<file path="src/rtl/uart_pkg.sv">
// uart_pkg: shared types and constants for the UART transmit path.
//   uart_state_e          serializer FSM states (PARITY only used when the
//                         parity build option is enabled)
//   UART_IDLE_LEVEL       line level while idle and during stop bits
//   DEFAULT_CLKS_PER_BIT  50 MHz / 115200 baud
//   DATA_BITS             payload bits per frame
//   even_parity()         XOR of the data bits
package uart_pkg;

  typedef enum logic [2:0] {
    IDLE,
    START,
    DATA,
    PARITY,
    STOP
  } uart_state_e;

  localparam logic UART_IDLE_LEVEL      = 1'b1;
  localparam int   DEFAULT_CLKS_PER_BIT = 434;
  localparam int   DATA_BITS            = 8;

  function automatic logic even_parity(input logic [DATA_BITS-1:0] d);
    return ^d;
  endfunction

endpackage

</file>
<file path="src/rtl/uart_bit_timer.sv">
// uart_bit_timer: free-running bit-period counter for the UART serializer.
//   clk        system clock, rising edge
//   rst_n      asynchronous active-low reset
//   clear_i    restart the bit period (counter to 0)
//   enable_i   count while high
//   bit_end_o  high in the final cycle of each bit period
//   pre_end_o  high in the cycle before the final one; lets the parent
//              register outputs that must line up with bit_end_o
module uart_bit_timer #(
  parameter int CLKS_PER_BIT = 434
) (
  input  logic clk,
  input  logic rst_n,
  input  logic clear_i,
  input  logic enable_i,
  output logic bit_end_o,
  output logic pre_end_o
);

  localparam int             CW   = $clog2(CLKS_PER_BIT);
  localparam logic [CW-1:0]  LAST = CW'(CLKS_PER_BIT - 1);
  localparam logic [CW-1:0]  PRE  = CW'(CLKS_PER_BIT - 2);

  logic [CW-1:0] cnt_q;

  always_ff @(posedge clk or negedge rst_n) begin
    if (!rst_n) begin
      cnt_q <= '0;
    end else if (clear_i) begin
      cnt_q <= '0;
    end else if (enable_i) begin
      cnt_q <= (cnt_q == LAST) ? '0 : cnt_q + 1'b1;
    end
  end

  assign bit_end_o = enable_i && (cnt_q == LAST);
  assign pre_end_o = enable_i && (cnt_q == PRE);

endmodule

</file>
<file path="src/rtl/uart_tx_serializer.sv">
// uart_tx_serializer: pops bytes from the UART TX FIFO and shifts them out
// as 8N1 / 8N2 frames (start bit, 8 data bits LSB first, stop bits).
//   clk           system clock, rising edge
//   reset         asynchronous active-low reset
//   tx_enable     allows a new byte to be popped at a frame boundary
//   fifo_empty    FIFO empty flag
//   fifo_data     FIFO head byte (combinational while !fifo_empty)
//   fifo_read_en  pop strobe, one cycle per byte
//   tx            registered serial line, idle high
//   busy          high from start bit through the last stop bit
//   tx_done       one-cycle pulse in the final cycle of the last stop bit
// Build option: define UART_TX_PARITY_EN to insert an even-parity bit
// between the data bits and the stop bits.
module uart_tx_serializer
  import uart_pkg::*;
#(
  parameter int CLKS_PER_BIT = DEFAULT_CLKS_PER_BIT,
  parameter int STOP_BITS    = 1
) (
  input  logic       clk,
  input  logic       reset,
  input  logic       tx_enable,
  input  logic       fifo_empty,
  input  logic [7:0] fifo_data,
  output logic       fifo_read_en,
  output logic       tx,
  output logic       busy,
  output logic       tx_done
);

  uart_state_e          state_q;
  logic [DATA_BITS-1:0] shift_q;
  logic [2:0]           bit_idx_q;
  logic                 stop_idx_q;
  logic                 tx_q;
  logic                 busy_q;
  logic                 done_q;
`ifdef UART_TX_PARITY_EN
  logic                 parity_q;
`endif

  logic bit_end;
  logic pre_end;
  logic stop_last;
  logic frame_end;
  logic load;

  // Only the last stop bit closes the frame; with one stop bit every
  // stop period is the last one.
  assign stop_last = (STOP_BITS == 1) || stop_idx_q;
  assign frame_end = (state_q == STOP) && bit_end && stop_last;
  assign load      = tx_enable && !fifo_empty && ((state_q == IDLE) || frame_end);

  // Gated with reset so the FIFO never advances while we are held in reset.
  assign fifo_read_en = load && reset;

  uart_bit_timer #(
    .CLKS_PER_BIT(CLKS_PER_BIT)
  ) u_timer (
    .clk       (clk),
    .rst_n     (reset),
    .clear_i   (load),
    .enable_i  (state_q != IDLE),
    .bit_end_o (bit_end),
    .pre_end_o (pre_end)
  );

  always_ff @(posedge clk or negedge reset) begin
    if (!reset) begin
      state_q    <= IDLE;
      shift_q    <= '0;
      bit_idx_q  <= '0;
      stop_idx_q <= 1'b0;
      tx_q       <= UART_IDLE_LEVEL;
      busy_q     <= 1'b0;
      done_q     <= 1'b0;
`ifdef UART_TX_PARITY_EN
      parity_q   <= 1'b0;
`endif
    end else begin
      // Registered one cycle early so the pulse lands on the final stop cycle.
      done_q <= (state_q == STOP) && stop_last && pre_end;

      if (load) begin
        shift_q    <= fifo_data;
        tx_q       <= ~UART_IDLE_LEVEL;
        state_q    <= START;
        busy_q     <= 1'b1;
        bit_idx_q  <= '0;
        stop_idx_q <= 1'b0;
`ifdef UART_TX_PARITY_EN
        parity_q   <= even_parity(fifo_data);
`endif
      end else begin
        case (state_q)
          START: if (bit_end) begin
            state_q <= DATA;
            tx_q    <= shift_q[0];
          end
          DATA: if (bit_end) begin
            shift_q   <= shift_q >> 1;
            bit_idx_q <= bit_idx_q + 1'b1;
            if (bit_idx_q == 3'(DATA_BITS - 1)) begin
`ifdef UART_TX_PARITY_EN
              state_q <= PARITY;
              tx_q    <= parity_q;
`else
              state_q <= STOP;
              tx_q    <= UART_IDLE_LEVEL;
`endif
            end else begin
              tx_q <= shift_q[1];
            end
          end
`ifdef UART_TX_PARITY_EN
          PARITY: if (bit_end) begin
            state_q <= STOP;
            tx_q    <= UART_IDLE_LEVEL;
          end
`endif
          STOP: if (bit_end) begin
            if (stop_last) begin
              // Back-to-back frames are taken by the load branch above.
              state_q <= IDLE;
              tx_q    <= UART_IDLE_LEVEL;
              busy_q  <= 1'b0;
            end else begin
              stop_idx_q <= 1'b1;
            end
          end
          default: ;
        endcase
      end
    end
  end

  assign tx      = tx_q;
  assign busy    = busy_q;
  assign tx_done = done_q;

endmodule

</file>
<file path="config.mk">
export PLATFORM = sky130hd
export DESIGN_NAME = uart_tx_serializer
export DESIGN_NICKNAME = d
export VERILOG_FILES = /design/src/rtl/uart_pkg.sv /design/src/rtl/uart_bit_timer.sv /design/src/rtl/uart_tx_serializer.sv
export SDC_FILE = /design/constraint.sdc
export NUM_CORES = 1
export LEC_CHECK = 0
export CORE_MARGIN = 5
export CORE_UTILIZATION = 40
export DETAILED_ROUTE_END_ITERATION = 10
export SETUP_SLACK_MARGIN = 0.1
export SLEW_MARGIN = 20
export SYNTH_ARGS = -nofsm -noshare
export SYNTH_HDL_FRONTEND = slang
export SYNTH_SLANG_ARGS = --single-unit
export TNS_END_PERCENT = 1
</file>
<file path="constraint.sdc">
create_clock -name clk -period 6.4 [get_ports clk]
set_input_delay 1.28 -clock clk [delete_from_list [all_inputs] [get_ports clk]]
set_output_delay 1.28 -clock clk [all_outputs]
set_load 0.03 [all_outputs]
</file>
==> run_summary.xml, run 1 <==
<?xml version="1.0" encoding="UTF-8"?>
<metrics>
  <group name="run_status">
    <metric name="status" unit="">completed</metric>
  </group>
  <group name="sta">
    <metric name="setup_total_negative_slack" unit="ns">0</metric>
    <metric name="finalCritPeriodShare" unit="%">75.97</metric>
    <metric name="fmaxAchievable" unit="MHz">205.7</metric>
    <metric name="final-hold-violation-count" unit="">0</metric>
    <metric name="timing.final.max_slew_violations" unit="">0</metric>
    <metric name="timing.final.setup_violations" unit="">0</metric>
    <metric name="final.setup_skew" unit="ns">0.02013</metric>
    <metric name="worst_slew_pin_slew" unit="ns">0.8875</metric>
    <metric name="unrepaired_setup_endpoints_after_global_routing" unit="">false</metric>
    <metric name="finalHoldWorstSlack" unit="ns">0.4956</metric>
    <metric name="post-route-min-period" unit="ns">4.862</metric>
    <metric name="timing.slew.headroom" unit="%">40.64</metric>
  </group>
  <group name="placed_design">
    <metric name="detailedPlacementHpwl" unit="um">2105</metric>
    <metric name="place_inst" unit="">198</metric>
    <metric name="portBuffers" unit="">15</metric>
    <metric name="detailed_place.area" unit="um2">1624</metric>
    <metric name="place.gp.congestion" unit="">0.7940</metric>
  </group>
  <group name="yosys">
    <metric name="synth_compound_gate_area_share" unit="%">21.26</metric>
    <metric name="ys.flop_type" unit="">sky130_fd_sc_hd__dfrtp_1</metric>
    <metric name="mean_syn_cell_area" unit="um2">10.12</metric>
    <metric name="synthMuxAreaShare" unit="%">1.469</metric>
    <metric name="mappedNetlistNets" unit="">160</metric>
    <metric name="ys_async_sr_fraction" unit="%">100.0</metric>
    <metric name="syn_inst" unit="">143</metric>
    <metric name="edff_count_synth" unit="">0</metric>
    <metric name="synth-simple-area-share" unit="%">22.21</metric>
    <metric name="netlist_top_cells_area" unit="">sky130_fd_sc_hd__dfrtp_1, sky130_fd_sc_hd__o221a_1, sky130_fd_sc_hd__nand2_1</metric>
    <metric name="yosys.area.top_type_share" unit="%">43.22</metric>
    <metric name="synth-seq-cells" unit="">26</metric>
    <metric name="yosysWarningCount" unit="">0</metric>
    <metric name="synthAdderAreaFrac" unit="%">4.322</metric>
    <metric name="synth_top_cell_by_area" unit="">sky130_fd_sc_hd__dfrtp_1</metric>
    <metric name="fraction_of_synthesized_cell_area_in_xor_and_xnor_cells" unit="%">1.210</metric>
    <metric name="synth.distinct_cells" unit="">44</metric>
    <metric name="yosysSeqAreaShare" unit="%">45.03</metric>
    <metric name="dominant_combinational_cell_family_by_area_after_synthesis" unit="">simple AND/OR/NAND/NOR gates</metric>
    <metric name="mappedNetlistArea" unit="um2">1448</metric>
  </group>
  <group name="cts">
    <metric name="clk_pin_slew" unit="ns">0.12</metric>
    <metric name="htree_levels" unit="">1</metric>
    <metric name="post-cts-setup-buffer-count" unit="">0</metric>
    <metric name="resized_after_cts" unit="">0</metric>
    <metric name="cts-root-buf" unit="">sky130_fd_sc_hd__clkbuf_4</metric>
    <metric name="cts_tree" unit="">built</metric>
    <metric name="clk_latency" unit="ns">0.32</metric>
    <metric name="post_cts_hold_buffer_count" unit="">0</metric>
    <metric name="clock_path_buffers" unit="">2</metric>
    <metric name="cts_inserted_buffers" unit="">3</metric>
    <metric name="clock-sinks" unit="">26</metric>
  </group>
  <group name="critical_path">
    <metric name="timing.critical_path.slowest_cell_delay" unit="ns">0.72</metric>
    <metric name="crit_top_cell" unit="">sky130_fd_sc_hd__clkdlybuf4s50_1</metric>
    <metric name="critical_path.endpoint_type" unit="">output pin</metric>
    <metric name="timing.critical_path.from_type" unit="">primary input</metric>
    <metric name="worstPathRequired" unit="ns">5.12</metric>
    <metric name="critPathTopFamily" unit="">simple AND/OR/NAND/NOR gates</metric>
    <metric name="timing_worst_setup_path_type" unit="">in2out</metric>
    <metric name="critPathSlowestCell" unit="">sky130_fd_sc_hd__or4b_2</metric>
    <metric name="crit_fanout" unit="">10</metric>
    <metric name="timing.critical_path.cells" unit="">clkdlybuf4s50_1, or4b_2, and2b_1, and2_1, clkdlybuf4s50_1</metric>
    <metric name="worst_path_arrival_time" unit="ns">3.58</metric>
    <metric name="worstPathBufferInverterCount" unit="">2</metric>
  </group>
  <group name="route">
    <metric name="drt_first_iter_violations" unit="">41</metric>
    <metric name="detail_route.wl_per_cell" unit="um">14.29</metric>
    <metric name="drt.antenna.violating_nets" unit="">0</metric>
    <metric name="vias_per_cell" unit="">5.485</metric>
    <metric name="remaining_drc_errors" unit="">0</metric>
    <metric name="vias" unit="">1108</metric>
    <metric name="route.final.wire_length" unit="um">2887</metric>
    <metric name="detail_route.first_pass.iterations" unit="">5</metric>
  </group>
  <group name="finish">
    <metric name="nNetsFinal" unit="">174</metric>
    <metric name="antenna_cells" unit="">0</metric>
    <metric name="postLayoutCellArea" unit="um2">1650</metric>
    <metric name="finish.cell_count_without_fillers" unit="">202</metric>
    <metric name="layout-drive-gt1-share" unit="%">9.615</metric>
    <metric name="area.growth.synth_to_final" unit="%">14.00</metric>
    <metric name="fillers" unit="">339</metric>
  </group>
  <group name="floorplanning">
    <metric name="floorplan.rows" unit="">21</metric>
    <metric name="design.die.area" unit="um2">4922</metric>
    <metric name="floorplan.core_area" unit="um2">3416</metric>
    <metric name="die_height" unit="um">70.16</metric>
    <metric name="io-pin-count" unit="">16</metric>
    <metric name="initial_utilization" unit="%">42.38</metric>
    <metric name="die_extent_in_x" unit="um">70.16</metric>
  </group>
  <group name="worst_hold_path">
    <metric name="hold_path.class" unit="">reg2reg</metric>
  </group>
  <group name="global_route">
    <metric name="wire_length_of_the_first_global_routing_pass" unit="um">5071</metric>
    <metric name="grt.total_usage" unit="%">12.18</metric>
    <metric name="grt_antenna_before_repair" unit="">0</metric>
    <metric name="gr-total-overflow" unit="">0</metric>
    <metric name="grt_start_max_net_pins" unit="">28</metric>
    <metric name="number_of_global_route_vias_before_repair" unit="">1086</metric>
  </group>
  <group name="run">
    <metric name="max-cap-violations" unit="">0</metric>
  </group>
  <group name="power">
    <metric name="leakagePower" unit="uW">0.0006525</metric>
    <metric name="peakVddDrop" unit="uV">112.8</metric>
    <metric name="power_per_cell_area" unit="nW/um2">337.5</metric>
  </group>
</metrics>
==> cell usage in the layout (no fill, tap or decap), types with 4 or more instances in the layout <==
cell type,Yosys,final
sky130_fd_sc_hd__a21oi_1,6,6
sky130_fd_sc_hd__ha_1,5,5
sky130_fd_sc_hd__nand3_1,4,4
sky130_fd_sc_hd__dfrtp_1,25,25
sky130_fd_sc_hd__inv_1,7,7
sky130_fd_sc_hd__o21ai_0,9,9
sky130_fd_sc_hd__o221a_1,7,7
sky130_fd_sc_hd__nor2_1,8,8
sky130_fd_sc_hd__a31oi_1,5,5
sky130_fd_sc_hd__nand2_1,19,19
sky130_fd_sc_hd__nand2b_1,5,5
sky130_fd_sc_hd__clkdlybuf4s50_1,0,15
==> cell families after synthesis <==
logic type,count (synthesis)
buf+inv,14
fa+ha+maj,5
mux,2
simple gates,55
flops,26
compound gates,39
xor+xnor,2
==> worst register-to-register path, stage by stage (launching register included) <==
cell                      delay, ns
sky130_fd_sc_hd__dfrtp_1       0.49
sky130_fd_sc_hd__nor4b_1       0.49
sky130_fd_sc_hd__a31oi_2       0.44
sky130_fd_sc_hd__or3_4         0.52
sky130_fd_sc_hd__a22o_1        0.20
==> state kept, by name, summed over array words and instances, names as in the netlist <==
register / cells
u_timer.cnt_q: 9
shift_q: 8
bit_idx_q: 3
state_q: 3
busy: 1
tx: 1
tx_done: 1
==> metal layers <==
| metal | wire, um | GRT usage [%] | up-vias |
|---|---|---|---|
| li1 | - | - | 555 |
| met5 | 0 | 0 | - |
| met4 | 14 | 2.553 | 0 |
| met3 | 72 | 1.865 | 2 |
| met2 | 1309 | 18.78 | 13 |
| met1 | 1490 | 18.00 | 538 |
==> report_power, final <==
group | switching (uW) | total, uW | internal, uW
clock | 46.6 | 70.9 | 24.3
sequential | 64.5 | 284 | 220
combinational | 105 | 202 | 96.7
==> layout make-up <==
class | count | area, um2 | share of cell area [%]
clock buffer | 4 | 26.28 | 1.592
timing repair buffer | 16 | 157.7 | 9.553
inverter | 7 | 26.28 | 1.592
multi-input combinational | 103 | 730.7 | 44.28
tap | 46 | 57.56 | 3.487
sequential | 26 | 651.9 | 39.50
==> per-stage QoR <==
step | total power, uW | util [%] | setup WS (ns)
2_1_floorplan | 431.2 | - | 2.547
3_3_place_gp | 480.5 | 47.55 | 1.543
3_5_place_dp | 489.5 | 47.55 | 1.543
4_1_cts | 561.1 | 48.32 | 1.522
5_1_grt | 601.2 | 48.32 | 1.438
6_report | 557.0 | 48.32 | 1.538
==> worst paths after layout <==
check                                 start                to  slack, ns  depth (start not counted)
setup reg to reg           u_timer.cnt_q[2]        shift_q[7]       4.14                          4
min in group asynchronous             reset  u_timer.cnt_q[5]       1.31                          2
hold / removal                 bit_idx_q[0]      bit_idx_q[0]       0.50                          1
hold reg to reg                bit_idx_q[0]      bit_idx_q[0]       0.50                          1
setup / recovery                  tx_enable      fifo_read_en       1.54                          5
max in group asynchronous             reset                tx       4.77                          2
==> synthesized netlist by cell type, types with 2 or more instances <==
| master | instances |
|---|---|
| sky130_fd_sc_hd__buf_2 | 4 |
| sky130_fd_sc_hd__nand2b_1 | 5 |
| sky130_fd_sc_hd__o2bb2ai_1 | 2 |
| sky130_fd_sc_hd__o221a_1 | 7 |
| sky130_fd_sc_hd__nand3_1 | 4 |
| sky130_fd_sc_hd__o21ai_0 | 9 |
| sky130_fd_sc_hd__nand2_1 | 19 |
| sky130_fd_sc_hd__and2_1 | 2 |
| sky130_fd_sc_hd__a22o_1 | 2 |
| sky130_fd_sc_hd__dfrtp_1 | 25 |
| sky130_fd_sc_hd__a21oi_1 | 6 |
| sky130_fd_sc_hd__nor2_1 | 8 |
| sky130_fd_sc_hd__or3_1 | 2 |
| sky130_fd_sc_hd__inv_1 | 7 |
| sky130_fd_sc_hd__and3_1 | 2 |
| sky130_fd_sc_hd__a31oi_1 | 5 |
| sky130_fd_sc_hd__o32a_1 | 2 |
| sky130_fd_sc_hd__ha_1 | 5 |
| sky130_fd_sc_hd__clkbuf_1 | 2 |
Power figures use the tool's default switching activity.
==> inputs of run 2 (changes only) <==
Clock period 6.4 ns to 4.2 ns, I/O delays scaled along.
==> run 2 against run 1 <==
Clock power grew 150%. Clock-buffer cell count shrank 1. Cell count grew 0.50%. Register-to-register slack lost 2.2 ns. Sequential power grew 52%. Global-route usage grew 1.3 points. Critical endpoint unchanged. Highest routed layer unchanged.
==> run_summary.xml, run 2 (synthesized netlist as in run 1, its figures left out) <==
<?xml version="1.0" encoding="UTF-8"?>
<metrics>
  <group name="sta">
    <metric name="setup_total_negative_slack" unit="ns">0</metric>
    <metric name="finalCritPeriodShare" unit="%">92.07</metric>
    <metric name="timing.final.setup_violations" unit="">0</metric>
    <metric name="setup_ws" unit="ns">0.3329</metric>
    <metric name="timing.slew.headroom" unit="%">39.86</metric>
    <metric name="final.setup_skew" unit="ns">0.008455</metric>
    <metric name="timing.final.max_slew_violations" unit="">0</metric>
    <metric name="finalHoldWorstSlack" unit="ns">0.5120</metric>
    <metric name="worst_slew_pin_slew" unit="ns">0.8993</metric>
    <metric name="final-hold-violation-count" unit="">0</metric>
    <metric name="fmaxAchievable" unit="MHz">258.6</metric>
    <metric name="post-route-min-period" unit="ns">3.867</metric>
    <metric name="unrepaired_setup_endpoints_after_global_routing" unit="">false</metric>
  </group>
  <group name="critical_path">
    <metric name="critPathSlowestCell" unit="">sky130_fd_sc_hd__clkdlybuf4s50_1</metric>
    <metric name="worst_path_arrival_time" unit="ns">3.03</metric>
    <metric name="worstPathRequired" unit="ns">3.36</metric>
    <metric name="timing_worst_setup_path_type" unit="">in2out</metric>
    <metric name="crit_top_cell" unit="">sky130_fd_sc_hd__clkdlybuf4s50_1</metric>
    <metric name="timing.critical_path.cells" unit="">clkdlybuf4s50_1, or4b_2, and2b_1, and2_1, clkdlybuf4s50_1</metric>
    <metric name="critical_path.endpoint_type" unit="">output pin</metric>
    <metric name="critPathTopFamily" unit="">buffers and inverters</metric>
    <metric name="worstPathBufferInverterCount" unit="">2</metric>
    <metric name="timing.critical_path.slowest_cell_delay" unit="ns">0.67</metric>
    <metric name="timing.critical_path.from_type" unit="">primary input</metric>
    <metric name="crit_fanout" unit="">4</metric>
  </group>
  <group name="cts">
    <metric name="post-cts-setup-buffer-count" unit="">0</metric>
    <metric name="clock-sinks" unit="">26</metric>
    <metric name="post_cts_hold_buffer_count" unit="">0</metric>
    <metric name="cts-root-buf" unit="">sky130_fd_sc_hd__clkbuf_4</metric>
    <metric name="resized_after_cts" unit="">0</metric>
    <metric name="cts_tree" unit="">built</metric>
    <metric name="htree_levels" unit="">1</metric>
    <metric name="clk_pin_slew" unit="ns">0.16</metric>
    <metric name="cts_inserted_buffers" unit="">3</metric>
    <metric name="clock_path_buffers" unit="">2</metric>
    <metric name="clk_latency" unit="ns">0.33</metric>
  </group>
  <group name="route">
    <metric name="remaining_drc_errors" unit="">0</metric>
    <metric name="vias_per_cell" unit="">5.493</metric>
    <metric name="vias" unit="">1115</metric>
    <metric name="met2WireLength" unit="um">1434</metric>
    <metric name="drt_first_iter_violations" unit="">44</metric>
    <metric name="detail_route.first_pass.iterations" unit="">4</metric>
    <metric name="wl_met1" unit="um">1518</metric>
    <metric name="top_layer" unit="">met4</metric>
    <metric name="total_length_of_routed_met3_wires" unit="um">73</metric>
    <metric name="route.final.wire_length" unit="um">3044</metric>
    <metric name="drt.antenna.violating_nets" unit="">0</metric>
    <metric name="detail_route.wl_per_cell" unit="um">15.00</metric>
  </group>
  <group name="floorplanning">
    <metric name="io-pin-count" unit="">16</metric>
    <metric name="design.die.area" unit="um2">4922</metric>
    <metric name="die_extent_in_x" unit="um">70.16</metric>
    <metric name="initial_utilization" unit="%">42.38</metric>
    <metric name="die_height" unit="um">70.16</metric>
    <metric name="floorplan.rows" unit="">21</metric>
    <metric name="floorplan.core_area" unit="um2">3416</metric>
  </group>
  <group name="finish">
    <metric name="biggestRegsByFlops" unit="">u_timer.cnt_q (9), shift_q (8)</metric>
    <metric name="layout-drive-gt1-share" unit="%">10.83</metric>
    <metric name="number_of_flip_flops_in_the_largest_register" unit="">9</metric>
    <metric name="antenna_cells" unit="">0</metric>
    <metric name="mostFrequentLayoutCells" unit="">sky130_fd_sc_hd__dfrtp_1, sky130_fd_sc_hd__nand2_1, sky130_fd_sc_hd__clkdlybuf4s50_1</metric>
    <metric name="area.growth.synth_to_final" unit="%">16.34</metric>
    <metric name="nNetsFinal" unit="">175</metric>
    <metric name="layout.cells.most_common" unit="">sky130_fd_sc_hd__dfrtp_1</metric>
    <metric name="top_register" unit="">u_timer.cnt_q</metric>
  </group>
  <group name="global_route">
    <metric name="number_of_global_route_vias_before_repair" unit="">1126</metric>
    <metric name="grt_antenna_before_repair" unit="">0</metric>
    <metric name="grt.total_usage" unit="%">13.49</metric>
    <metric name="gr-total-overflow" unit="">0</metric>
    <metric name="wire_length_of_the_first_global_routing_pass" unit="um">5423</metric>
    <metric name="grt_start_max_net_pins" unit="">27</metric>
  </group>
  <group name="placed_design">
    <metric name="detailedPlace.worstSlack" unit="ns">0.3498</metric>
    <metric name="detailedPlacementHpwl" unit="um">2282</metric>
    <metric name="place.gp.congestion" unit="">0.7923</metric>
    <metric name="portBuffers" unit="">15</metric>
  </group>
  <group name="worst_hold_path">
    <metric name="hold_path.class" unit="">reg2reg</metric>
  </group>
  <group name="power">
    <metric name="peakVddDrop" unit="uV">192.9</metric>
    <metric name="leakagePower" unit="uW">0.0006698</metric>
    <metric name="power_per_cell_area" unit="nW/um2">546.3</metric>
  </group>
  <group name="run">
    <metric name="max-cap-violations" unit="">0</metric>
  </group>
  <group name="run_status">
    <metric name="status" unit="">completed</metric>
  </group>
</metrics>
[run 2: worst paths after layout]
kind / startpoint / cells past startpoint / endpoint / slack (ns)
min in group asynchronous: reset / 2 / shift_q[2] / 0.97
hold / removal: bit_idx_q[0] / 1 / bit_idx_q[0] / 0.51
setup / recovery: tx_enable / 5 / fifo_read_en / 0.33
setup reg to reg: u_timer.cnt_q[2] / 4 / shift_q[7] / 1.98
hold reg to reg: bit_idx_q[0] / 1 / bit_idx_q[0] / 0.51
max in group asynchronous: reset / 2 / tx / 2.93
[run 2: cell type report]
| cell class | instances | area [um2] |
|---|---|---|
| sequential | 26 | 651.9 |
| inverter | 7 | 26.28 |
| timing repair buffer | 17 | 165.2 |
| fill | 324 | 1732 |
| clock inverter | 1 | 30.03 |
| multi-input combinational | 103 | 730.7 |
| tap | 46 | 57.56 |
| clock buffer | 3 | 22.52 |
[run 2: layer usage]
layer | global-route usage (%) | vias to the layer above
met5 | 0 | -
met3 | 2.582 | 2
met1 | 19.39 | 538
met2 | 20.67 | 18
li1 | - | 557
met4 | 3.617 | 0
[run 2: through the flow]
step                      utilization (%)  cells  cell area (um2)  power, uW
final                               49.30    203             1684      920.0
after global routing                49.30    203             1684      994.2
after CTS                           49.30    203             1684      925.9
after detailed placement            47.77    199             1632      751.0
after global placement              47.77    199             1632      736.0
after floorplan                         -    143             1448      657.1
[run 2: report_power, final]
part / switching, uW / internal, uW / total (uW)
clock: 80.0 / 96.5 / 176
sequential: 97.3 / 335 / 432
combinational: 162 / 149 / 312
total: 340 / 580 / 920
